File: config.mk
export PLATFORM = sky130hd
export DESIGN_NAME = draw_layer_scheduler
export DESIGN_NICKNAME = d
export VERILOG_FILES = /design/src/rtl/draw_layer_scheduler.sv
export SDC_FILE = /design/constraint.sdc
export NUM_CORES = 1
export LEC_CHECK = 0
export CAP_MARGIN = 0
export CELL_PAD_IN_SITES_DETAIL_PLACEMENT = 1
export CELL_PAD_IN_SITES_GLOBAL_PLACEMENT = 2
export CORE_AREA = 3 3 71 73
export DETAILED_ROUTE_END_ITERATION = 8
export DIE_AREA = 0 0 74 76
export GPL_ROUTABILITY_DRIVEN = 0
export GPL_TIMING_DRIVEN = 0
export PLACE_DENSITY = 0.88
export SYNTH_ARGS = -nofsm -noshare
export SYNTH_HDL_FRONTEND = slang
export SYNTH_SLANG_ARGS = --single-unit
File: constraint.sdc
create_clock -name clk -period 4.7 [get_ports clk]
set_input_delay 0.94 -clock clk [delete_from_list [all_inputs] [get_ports clk]]
set_output_delay 0.94 -clock clk [all_outputs]
set_load 0.01 [all_outputs]
File: src/rtl/draw_layer_scheduler.sv
// ============================================================================
// draw_layer_scheduler
// ----------------------------------------------------------------------------
// Per-pixel layer arbiter between the VGA background generator and the sprite
// draw blocks. Picks one RRRGGGBB colour per pixel by fixed priority
// (player > rope > ball > background) and registers it. It also detects
// player/ball overlap once per frame and runs a frame-counted background
// flash when hit events arrive.
//
// Parameters:
//   FLASH_FRAMES  number of whole frames the background is replaced (1..15)
//   FLASH_COLOR   colour substituted for BG_RGB while flashing
//
// Ports:
//   clk            pixel clock
//   resetN         synchronous active-low reset
//   startOfFrame   one-clk pulse on the first pixel of each frame
//   BG_RGB         background pixel colour
//   playerDrawReq  player covers the pixel      / playerRGB  its colour
//   ropeDrawReq    rope covers the pixel        / ropeRGB    its colour
//   ballDrawReq    ball covers the pixel        / ballRGB    its colour
//   layerEnable    {player, rope, ball} enables, sampled at frame start only
//   flashTrig      hit event requesting a flash
//   RGBOut         registered selected colour (1 clk after inputs)
//   flashActive    high while the flash is being displayed
//   colPlayerBall  one-clk pulse at frame start: player/ball overlapped last frame
//   colRopeBall    same for rope/ball when ROPE_COLLISION_EN is defined, else 0
//
// Optional feature macro: ROPE_COLLISION_EN (adds rope/ball overlap detection).
// ============================================================================
module draw_layer_scheduler #(
   parameter int         FLASH_FRAMES = 4,
   parameter logic [7:0] FLASH_COLOR  = 8'hE0
) (
   input  logic       clk,
   input  logic       resetN,
   input  logic       startOfFrame,
   input  logic [7:0] BG_RGB,
   input  logic       playerDrawReq,
   input  logic [7:0] playerRGB,
   input  logic       ropeDrawReq,
   input  logic [7:0] ropeRGB,
   input  logic       ballDrawReq,
   input  logic [7:0] ballRGB,
   input  logic [2:0] layerEnable,
   input  logic       flashTrig,
   output logic [7:0] RGBOut,
   output logic       flashActive,
   output logic       colPlayerBall,
   output logic       colRopeBall
);

   typedef enum logic {
      IDLE,
      FLASH
   } flash_state_t;

   localparam logic [3:0] FLASH_LOAD = 4'(FLASH_FRAMES);

   flash_state_t state;
   logic [3:0]   count;
   logic         pending;
   logic [2:0]   shadow;
   logic [2:0]   layer_en;
   logic         retrig;
   logic         last_frame;
   logic         flash_now;
   logic [7:0]   bg_src;
   logic [7:0]   pixel_next;
   logic         pb_hit;
   logic         pb_flag;

   // The enables in force for the current pixel. On the frame-start cycle the
   // freshly sampled layerEnable already applies, so the whole new frame,
   // including its first pixel, uses the new value.
   assign layer_en = startOfFrame ? layerEnable : shadow;

   // Shadow copy of the layer enables, only reloaded at frame boundaries so a
   // mid-frame change cannot tear the picture.
   always_ff @(posedge clk) begin
      if (!resetN) begin
         shadow <= 3'b111;
      end else if (startOfFrame) begin
         shadow <= layerEnable;
      end
   end

   // A trigger seen in the frame-start cycle counts just like one that was
   // already pending, so it is never lost between frames.
   assign retrig     = pending | flashTrig;
   assign last_frame = (count <= 4'd1);

   // Whether the pixel currently being selected belongs to a flashed frame.
   // This is the state the FSM will hold after this edge, so the frame-start
   // pixel is coloured consistently with the rest of its frame and RGBOut
   // lines up with flashActive.
   always_comb begin
      flash_now = (state == FLASH);
      if (startOfFrame) begin
         if (state == IDLE) begin
            flash_now = retrig;
         end else if (last_frame && !retrig) begin
            flash_now = 1'b0;
         end
      end
   end

   // Flash sequencer. Entering FLASH loads the frame counter; each later frame
   // start counts down, and the frame start that finds the counter at 1 either
   // leaves FLASH or, if another hit arrived meanwhile, starts a fresh flash
   // back to back. Hits during a flash are only remembered, never extend it.
   always_ff @(posedge clk) begin
      if (!resetN) begin
         state       <= IDLE;
         count       <= 4'd0;
         pending     <= 1'b0;
         flashActive <= 1'b0;
      end else begin
         flashActive <= flash_now;
         pending     <= retrig;
         if (startOfFrame) begin
            case (state)
               IDLE: begin
                  if (retrig) begin
                     state   <= FLASH;
                     count   <= FLASH_LOAD;
                     pending <= 1'b0;
                  end
               end
               FLASH: begin
                  if (!last_frame) begin
                     count <= count - 4'd1;
                  end else if (retrig) begin
                     count   <= FLASH_LOAD;
                     pending <= 1'b0;
                  end else begin
                     state <= IDLE;
                     count <= 4'd0;
                  end
               end
               default: begin
                  state <= IDLE;
                  count <= 4'd0;
               end
            endcase
         end
      end
   end

   // Fixed-priority layer selection; a layer only wins when it is both
   // requesting and enabled, otherwise the (possibly flashed) background shows.
   assign bg_src = flash_now ? FLASH_COLOR : BG_RGB;

   always_comb begin
      pixel_next = bg_src;
      if (playerDrawReq && layer_en[2]) begin
         pixel_next = playerRGB;
      end else if (ropeDrawReq && layer_en[1]) begin
         pixel_next = ropeRGB;
      end else if (ballDrawReq && layer_en[0]) begin
         pixel_next = ballRGB;
      end
   end

   // Output pixel register: one clock of latency, no combinational path.
   always_ff @(posedge clk) begin
      if (!resetN) begin
         RGBOut <= 8'h00;
      end else begin
         RGBOut <= pixel_next;
      end
   end

   // Player/ball overlap accumulates over a frame. At frame start the result
   // of the finished frame is emitted as a single-cycle pulse, and the flag
   // restarts with whatever overlap exists on that first pixel.
   assign pb_hit = playerDrawReq & ballDrawReq & layer_en[2] & layer_en[0];

   always_ff @(posedge clk) begin
      if (!resetN) begin
         pb_flag       <= 1'b0;
         colPlayerBall <= 1'b0;
      end else if (startOfFrame) begin
         colPlayerBall <= pb_flag;
         pb_flag       <= pb_hit;
      end else begin
         colPlayerBall <= 1'b0;
         pb_flag       <= pb_flag | pb_hit;
      end
   end

`ifdef ROPE_COLLISION_EN
   logic rb_hit;
   logic rb_flag;

   assign rb_hit = ropeDrawReq & ballDrawReq & layer_en[1] & layer_en[0];

   // Rope/ball overlap, with exactly the same per-frame pulse timing as the
   // player/ball detector.
   always_ff @(posedge clk) begin
      if (!resetN) begin
         rb_flag     <= 1'b0;
         colRopeBall <= 1'b0;
      end else if (startOfFrame) begin
         colRopeBall <= rb_flag;
         rb_flag     <= rb_hit;
      end else begin
         colRopeBall <= 1'b0;
         rb_flag     <= rb_flag | rb_hit;
      end
   end
`else
   assign colRopeBall = 1'b0;
`endif

endmodule

==> results.ini, run 1 <==
[outcome]
status=finished, final reports clean

[global_route]
grt_max_degree=12
first_global_vias=1194
grtUsageTotal_pct=13.2
overflow=0
grt_pass1_wl_um=5800
antenna_found_initial=0

[sta]
rsz0062_at_grt=false
hold_viol=0
relSlewSlack_pct=66.3
fin_crit_sh_pct=49.5
setup_viol_count_final=0
holdWs_ps=507
slew_violations=0
finalCriticalPeriod_ps=2320
finClkSkew_ps=8.37
worstMarginPinSlew_ps=505
timing.fmax_mhz=430
finalSetupTns_ps=0

[final_layout]
fillers=530
diodes=0
syn2layout_area_growth_pct=63.3
fin_area_um2=1600
layout.nets=217
drive_gt1_share_pct=8.72
layoutNonFillerInstCount=224

[floorplanning]
die-area_um2=5620
pin_count=53
start_util_pct=22.2
die_h_um=76
die_w_um=74
std_cell_rows=24
core_area_um2=4410

[cts]
clock-sinks=20
cts_tree=done
post_cts_buffers=0
clock_latency_ps=260
path_clk_slew_ps=70
cts_buffers=3
cts-htree-levels=1
ctsLongestPathBuffers=2
hold_buffers=0
root_buffer=clkbuf_8
cts_resized=0

[setup_path]
cp-end-kind=flip-flop
cp.arrival_ps=2510
max_stage_delay_ps=430
cp-start-kind=primary input
cp_max_fo=10
crit_slowest_cell=clkdlybuf4s50_1
crit_chain=clkdlybuf4s50_1 -> mux2_2 -> nand2_1 -> clkbuf_1 -> o21ai_0 -> a31oi_1
cp.required_ps=4890
path_class=in2reg

[placed_design]
dpl_cell_area_um2=1550
portBuffers=50
dp_hpwl_um=2790
placed_cells=220

[power_and_ir_drop]
cell_internal_pwr_uw=324
fin_total_pwr_uw=439
leakage_uw=0.000650
clkPwrFrac_pct=30.6
p_sw_share_pct=26.2
power_density_nw_per_um2=274
combPwrFrac_pct=26.6
switchingPower_uw=115
ir_drop_mv=0.143
seq_power_share_pct=42.8

[drt]
antenna_left=0
drc_errors=0
drt_first_pass_iters=4
drt-wirelength-per-cell_um=15.7
vias=1064
wirelength_um=3530
viasPerCell=4.75
drtIter0Drc=48

[synthesis]
syn_area_per_cell_um2=8.31
synth-seq-area-share_pct=40.8
synth_nets=162
yosys_warnings=0
ys_types=30
netlist_instances=118
ys_ff_latch=20
synth_area_um2=981

[flow_run]
maxCapViolations=0

[worst_hold_path]
hp-class=reg2reg

[critical path: cells and delay by family]
kind,cells,cell delay (ps)
AO/OA/AOI/OAI,2,320
multiplexers,1,280
buffers and inverters,2,830
AND/OR/NAND/NOR,1,130
[placed cells by master (no fill, tap or decap), types with 3 or more instances in the layout]
master / n
a21o_1: 5
a21o_2: 3
a31oi_1: 10
clkbuf_1: 3
clkbuf_8: 4
clkdlybuf4s50_1: 50
dfxtp_1: 20
inv_1: 4
nand2_1: 14
nor2_1: 19
nor3_1: 3
o21ai_0: 7
o32ai_1: 6
[kinds of logic (layout without fill, tap and decap cells)]
group                    Yosys count  after routing  synth area share [%]
AND/OR/NAND/NOR                   43             43                  18.9
AO/OA/AOI/OAI                     38             38                  29.1
flip-flops                        20             20                  40.8
buffers and inverters             11             65                  5.10
multiplexers                       3              3                  3.19
adder cells (fa/ha/maj)            2              2                  2.55
other                              1              1                 0.382
[cells in the mapped netlist]
cell	count	share of area (%)
nand2_1	14	5.4
and2b_2	1	0.89
nand2b_1	2	1.3
a21o_2	3	2.7
o31a_1	1	0.89
o211a_1	1	1.0
buf_4	2	1.5
nor3_1	3	1.5
a31oi_1	10	6.4
clkbuf_1	3	1.1
o21ai_0	7	3.6
a22oi_1	1	0.77
a21o_1	5	3.8
buf_2	1	0.51
mux2_2	1	1.1
and3_1	1	0.64
nor2_1	19	7.3
a21oi_1	1	0.51
o32ai_1	6	5.4
o22a_1	1	0.89
conb_1	1	0.38
a211oi_4	1	2.0
or2_2	1	0.64
mux2i_1	2	2.0
o221a_2	1	1.1
buf_1	1	0.38
dfxtp_1	20	41
inv_1	4	1.5
nor2b_1	2	1.3
ha_1	2	2.6
[flip-flops by register name, summed over array words and instances, names as in the netlist]
signal and count:
RGBOut 8, colPlayerBall 1, count 4, flashActive 1, pb_flag 1, pending 1, shadow 3, state 1
[routing by layer]
layer	vias up	GRT usage [%]	share of wire (%)
met5	-	0	0
met4	0	3.44	1.3
met3	4	3.03	5.4
met2	34	21.9	51
met1	499	16.8	42
li1	527	-	-
[power groups by stage]
stage	Clock (µW)	Combinational [µW]	Sequential [µW]
floorplan	0	48.6	195
global placement	0	114	191
detailed placement	0	118	192
CTS	139	118	188
global route	143	129	189
finish	134	117	188
[layout make-up]
type | instances | area [µm²] | area share [%]
sequential | 20 | 400 | 25.0
clock buffer | 4 | 55.1 | 3.44
buffer | 7 | 35.0 | 2.19
inverter | 4 | 15.0 | 0.937
timing repair buffer | 50 | 500 | 31.2
multi-input combinational | 87 | 531 | 33.1
tap | 52 | 65.1 | 4.06
[final timing paths]
path / startpoint / endpoint / slack [ps] / cells past startpoint
max: layerEnable[2] / RGBOut[5] / 2380 / 6
min: shadow[1] / shadow[1] / 510 / 2
max reg2reg: count[0] / RGBOut[2] / 2640 / 7
min reg2reg: shadow[1] / shadow[1] / 510 / 2
[metrics by stage]
step | util, % | worst slack, ps
finish | 36.3 | 2380
global route | 36.3 | 2240
CTS | 36.3 | 2360
detailed placement | 35.0 | 2090
global placement | 35.0 | 2150
floorplan | - | 2630
Power figures use the tool's default switching activity.
==> run 2: changes to the inputs <==
--- a/config.mk
+++ b/config.mk
@@ -8,12 +8,12 @@
 export CAP_MARGIN = 0
 export CELL_PAD_IN_SITES_DETAIL_PLACEMENT = 1
 export CELL_PAD_IN_SITES_GLOBAL_PLACEMENT = 2
-export CORE_AREA = 3 3 71 73
+export CORE_AREA = 3 3 78 80
 export DETAILED_ROUTE_END_ITERATION = 8
-export DIE_AREA = 0 0 74 76
+export DIE_AREA = 0 0 81 83
 export GPL_ROUTABILITY_DRIVEN = 0
 export GPL_TIMING_DRIVEN = 0
-export PLACE_DENSITY = 0.88
+export PLACE_DENSITY = 0.78
 export SYNTH_ARGS = -nofsm -noshare
 export SYNTH_HDL_FRONTEND = slang
 export SYNTH_SLANG_ARGS = --single-unit
==> constraint.sdc (replaced) <==
create_clock -name clk -period 1.9 [get_ports clk]
set_input_delay 0.38 -clock clk [delete_from_list [all_inputs] [get_ports clk]]
set_output_delay 0.38 -clock clk [all_outputs]
set_load 0.01 [all_outputs]
==> results.ini, run 2 (synthesized netlist as in run 1, its figures left out) <==
[outcome]
status=finished, final reports clean

[power_and_ir_drop]
ir_drop_mv=0.275
power_density_nw_per_um2=619
cell_internal_pwr_uw=780
p_sw_share_pct=26.9
combPwrFrac_pct=29.8
seq_power_share_pct=43.6
clkPwrFrac_pct=26.6
leakage_uw=0.000690
switchingPower_uw=287

[setup_path]
path_class=reg2reg
worstReg2RegStart=count[0]
cp-end-kind=flip-flop
cp-start-kind=flip-flop
cp.arrival_ps=1970
cp.required_ps=2070
rrSetupSlack_ps=100
max_stage_delay_ps=370
cp_max_fo=7
crit_slowest_cell=dfxtp_4
crit_chain=inv_4 -> ha_4 -> nor2_1 -> o31a_1 -> a211oi_4 -> buf_12 -> a31oi_1 -> o32ai_1
cp-startpoint=count[0]

[sta]
timing.fmax_mhz=555
relSlewSlack_pct=63.2
worstMarginPinSlew_ps=553
finalCriticalPeriod_ps=1800
rsz0062_at_grt=false
hold_viol=0
setup_viol_count_final=0
finalSetupTns_ps=0
holdWs_ps=447
slew_violations=0
finClkSkew_ps=2.89
fin_crit_sh_pct=94.8

[flow_run]
maxCapViolations=0

[final_layout]
largest_register=RGBOut
layout_commonest_cell=clkdlybuf4s50_1
diodes=0
largest_reg_flops=8
final_cell_mix=clkdlybuf4s50_1, nor2_1, dfxtp_1, nand2_1, a31oi_1
fin_util_pct=31.5
fillers=679
syn2layout_area_growth_pct=75.5
layout.nets=223
largest_registers=RGBOut (8), count (4), shadow (3)
drive_gt1_share_pct=16.9

[global_route]
overflow=0
antenna_found_initial=0
grt_pass1_wl_um=5790
met3_usage_pct=2.82
grt_max_degree=11
grt_use_met2_pct=18.1
grt.busiest_layer=met2
use_met1_pct=14.1
first_global_vias=1153
grtUsageTotal_pct=10.8

[floorplanning]
die-area_um2=6720
die_h_um=83
die_w_um=81
std_cell_rows=27
core_area_um2=5470
start_util_pct=17.9
pin_count=53

[drt]
drt_first_pass_iters=4
antenna_left=0
vias=1094
viasPerCell=4.39
drc_errors=0
wirelength_um=3580
drtIter0Drc=48
drt-wirelength-per-cell_um=14.4

[cts]
hold_buffers=0
cts-htree-levels=1
path_clk_slew_ps=80
ctsLongestPathBuffers=2
cts_buffers=3
clock_latency_ps=260
clock-sinks=20
cts_tree=done
root_buffer=clkbuf_8

[placed_design]
portBuffers=50
dp_hpwl_um=2710

[worst_hold_path]
min_from=startOfFrame
hp-class=in2reg

==> run 2: routing by layer <==
layer | up-vias | wire [µm]
met4 | 0 | 22
met3 | 2 | 162
met2 | 29 | 1770
met1 | 527 | 1630
li1 | 536 | -
met5 | - | 0
==> run 2: area by class of cell <==
cell class              count  area [µm²]  area share, %
multi-input cells          87         569           33.1
repair buffers             56         558           32.4
flip-flops and latches     20         405           23.5
well taps                  72        90.1           5.23
clock buffers               3        41.3           2.40
plain buffers               7        37.5           2.18
inverters                   4        20.0           1.16
==> run 2: repair_timing <==
item                       CTS  global route
pin swaps                    1             5
resized for setup            0            17
setup endpoints to repair    8             7
buffers inserted             2             4
==> run 2: final timing paths <==
check              endpoint  cells past startpoint
setup / recovery  RGBOut[4]                      8
hold / removal     count[0]                      3
setup reg to reg  RGBOut[4]                      8
hold reg to reg     pb_flag                      2
==> run 2: power by group through the flow <==
stage                     clock network [µW]  registers, µW  logic, µW
final                                    284            465        318
after global routing                     314            468        346
after CTS                                296            465        307
after detailed placement                   0            474        290
after global placement                     0            473        288
after floorplan                            0            482        120
==> run 2: critical path: cells and delay by family (launching register included) <==
family | cells | cell delay (ps)
AO/OA/AOI/OAI | 4 | 950
adder cells (fa/ha/maj) | 1 | 130
buffers and inverters | 2 | 220
flip-flops | 1 | 370
AND/OR/NAND/NOR | 1 | 40
==> run 2: stage by stage <==
stage               cell area (µm²)  std cells  worst slack [ps]  power (µW)
floorplan                       981        118               187         602
global placement               1570        240              -107         760
detailed placement             1570        240              -150         764
CTS                            1640        245              47.6        1070
global route                   1720        249              4.40        1130
finish                         1720        249              98.4        1070
==> run 3: changes to the inputs <==
--- a/config.mk
+++ b/config.mk
@@ -8,12 +8,12 @@
 export CAP_MARGIN = 0
 export CELL_PAD_IN_SITES_DETAIL_PLACEMENT = 1
 export CELL_PAD_IN_SITES_GLOBAL_PLACEMENT = 2
-export CORE_AREA = 3 3 78 80
+export CORE_AREA = 3 3 75 77
 export DETAILED_ROUTE_END_ITERATION = 8
-export DIE_AREA = 0 0 81 83
+export DIE_AREA = 0 0 78 80
 export GPL_ROUTABILITY_DRIVEN = 0
 export GPL_TIMING_DRIVEN = 0
-export PLACE_DENSITY = 0.78
+export PLACE_DENSITY = 0.8
 export SYNTH_ARGS = -nofsm -noshare
 export SYNTH_HDL_FRONTEND = slang
 export SYNTH_SLANG_ARGS = --single-unit
==> constraint.sdc (replaced) <==
create_clock -name clk -period 1.8 [get_ports clk]
set_input_delay 0.36 -clock clk [delete_from_list [all_inputs] [get_ports clk]]
set_output_delay 0.36 -clock clk [all_outputs]
set_load 0.01 [all_outputs]
==> results.ini, run 3 (synthesized netlist as in run 1, its figures left out) <==
[setup_path]
cp-end-kind=flip-flop
path_class=reg2reg
cp_max_fo=5
cp.arrival_ps=1910
cp-start-kind=flip-flop
cp.required_ps=1970

[cts]
cts-htree-levels=1
path_clk_slew_ps=80
ctsLongestPathBuffers=2
clock-sinks=20
cts_tree=done
root_buffer=clkbuf_8
clock_latency_ps=260
cts_buffers=3

[power_and_ir_drop]
switchingPower_uw=314
cell_internal_pwr_uw=968
seq_power_share_pct=38.1
ir_drop_mv=0.313
leakage_uw=0.000703
combPwrFrac_pct=25.9
power_density_nw_per_um2=730
p_sw_share_pct=24.5
clkPwrFrac_pct=36.0

[drt]
vias=1061
wirelength_um=3340
antenna_left=0
drt-wirelength-per-cell_um=13.4
viasPerCell=4.26
drc_errors=0
drt_first_pass_iters=4
drtIter0Drc=26

[final_layout]
layout.nets=224
layout_commonest_cell=clkdlybuf4s50_1
largest_registers=RGBOut (8), count (4), shadow (3)
largest_reg_flops=8
layoutNonFillerInstCount=249
largest_register=RGBOut
fin_util_pct=34.6
drive_gt1_share_pct=18.4
syn2layout_area_growth_pct=79.0
final_cell_mix=clkdlybuf4s50_1, dfxtp_1, nor2_1, nand2_1, a31oi_1
diodes=0

[floorplanning]
die_w_um=78
pin_count=53
core_area_um2=5070
std_cell_rows=26
die_h_um=80
die-area_um2=6240
start_util_pct=19.3

[placed_design]
portBuffers=50
dp_hpwl_um=2540
placed_cells=238

[global_route]
antenna_found_initial=0
use_met1_pct=14.5
grt_use_met2_pct=17.8
grt_max_degree=13
grt_pass1_wl_um=5350
grt.busiest_layer=met2
overflow=0
met3_usage_pct=2.03
grtUsageTotal_pct=10.9
first_global_vias=1108

[flow_run]
maxCapViolations=0

[sta]
worstMarginPinSlew_ps=516
timing.fmax_mhz=574
relSlewSlack_pct=65.6
fin_crit_sh_pct=96.7
finClkSkew_ps=1.31
rsz0062_at_grt=true
hold_viol=0
setup_viol_count_final=0
finalCriticalPeriod_ps=1740
slew_violations=0
finalSetupTns_ps=0

[outcome]
status=finished, final reports clean

[worst_hold_path]
hp-class=in2reg

## run 3: worst max-delay path, stage by stage (launching register included)
cell and delay (ps):
dfxtp_4 370, inv_4 60, ha_4 140, nor2_2 30
o31a_1 280, a211oi_4 270, buf_6 160, a31oi_1 70
o32ai_1 260
## run 3: final timing paths
check / end / depth (start not counted) / start / slack [ps]
worst max-delay path: RGBOut[4] / 8 / count[0] / 60
worst min-delay path: colPlayerBall / 2 / startOfFrame / 420
worst max register to register: RGBOut[4] / 8 / count[0] / 60
worst min register to register: pb_flag / 2 / pb_flag / 490
## run 3: final cells by class
type | count | area, µm²
plain buffers | 7 | 36.3
fillers | 616 | 3320
clock inverters | 1 | 30.0
clock buffers | 3 | 41.3
flip-flops and latches | 20 | 405
repair buffers | 57 | 561
multi-input cells | 87 | 574
well taps | 70 | 87.6
inverters | 4 | 20.0
## run 3: what timing repair did
item	CTS	global route
setup buffers	7	1
setup endpoints to repair	8	8
gates cloned	1	0
gates resized for setup	13	7
pin swaps	5	9
hold buffers	0	0
## run 3: power by group through the flow
stage | Clock [µW] | Combinational, µW | Sequential, µW
2_1_floorplan | 0 | 127 | 509
5_1_grt | 502 | 364 | 494
3_5_place_dp | 0 | 303 | 500
6_report | 462 | 331 | 489
3_3_place_gp | 0 | 302 | 499
4_1_cts | 479 | 355 | 489
## run 3: per-layer routing
layer | part of all wire (%) | up-vias
met4 | 0.63 | 0
li1 | - | 539
met1 | 46 | 489
met3 | 4.5 | 2
met5 | 0 | -
met2 | 49 | 31
## run 3: through the flow
step                      power [µW]  setup WS, ps  area [µm²]  hold WS (ps)
after floorplan                  636          87.0         981           451
after global placement           801          -204        1570           467
after detailed placement         803          -208        1570           478
after CTS                       1320          7.09        1770           422
after global routing            1360         -54.3        1760           441
final                           1280          58.9        1760           420
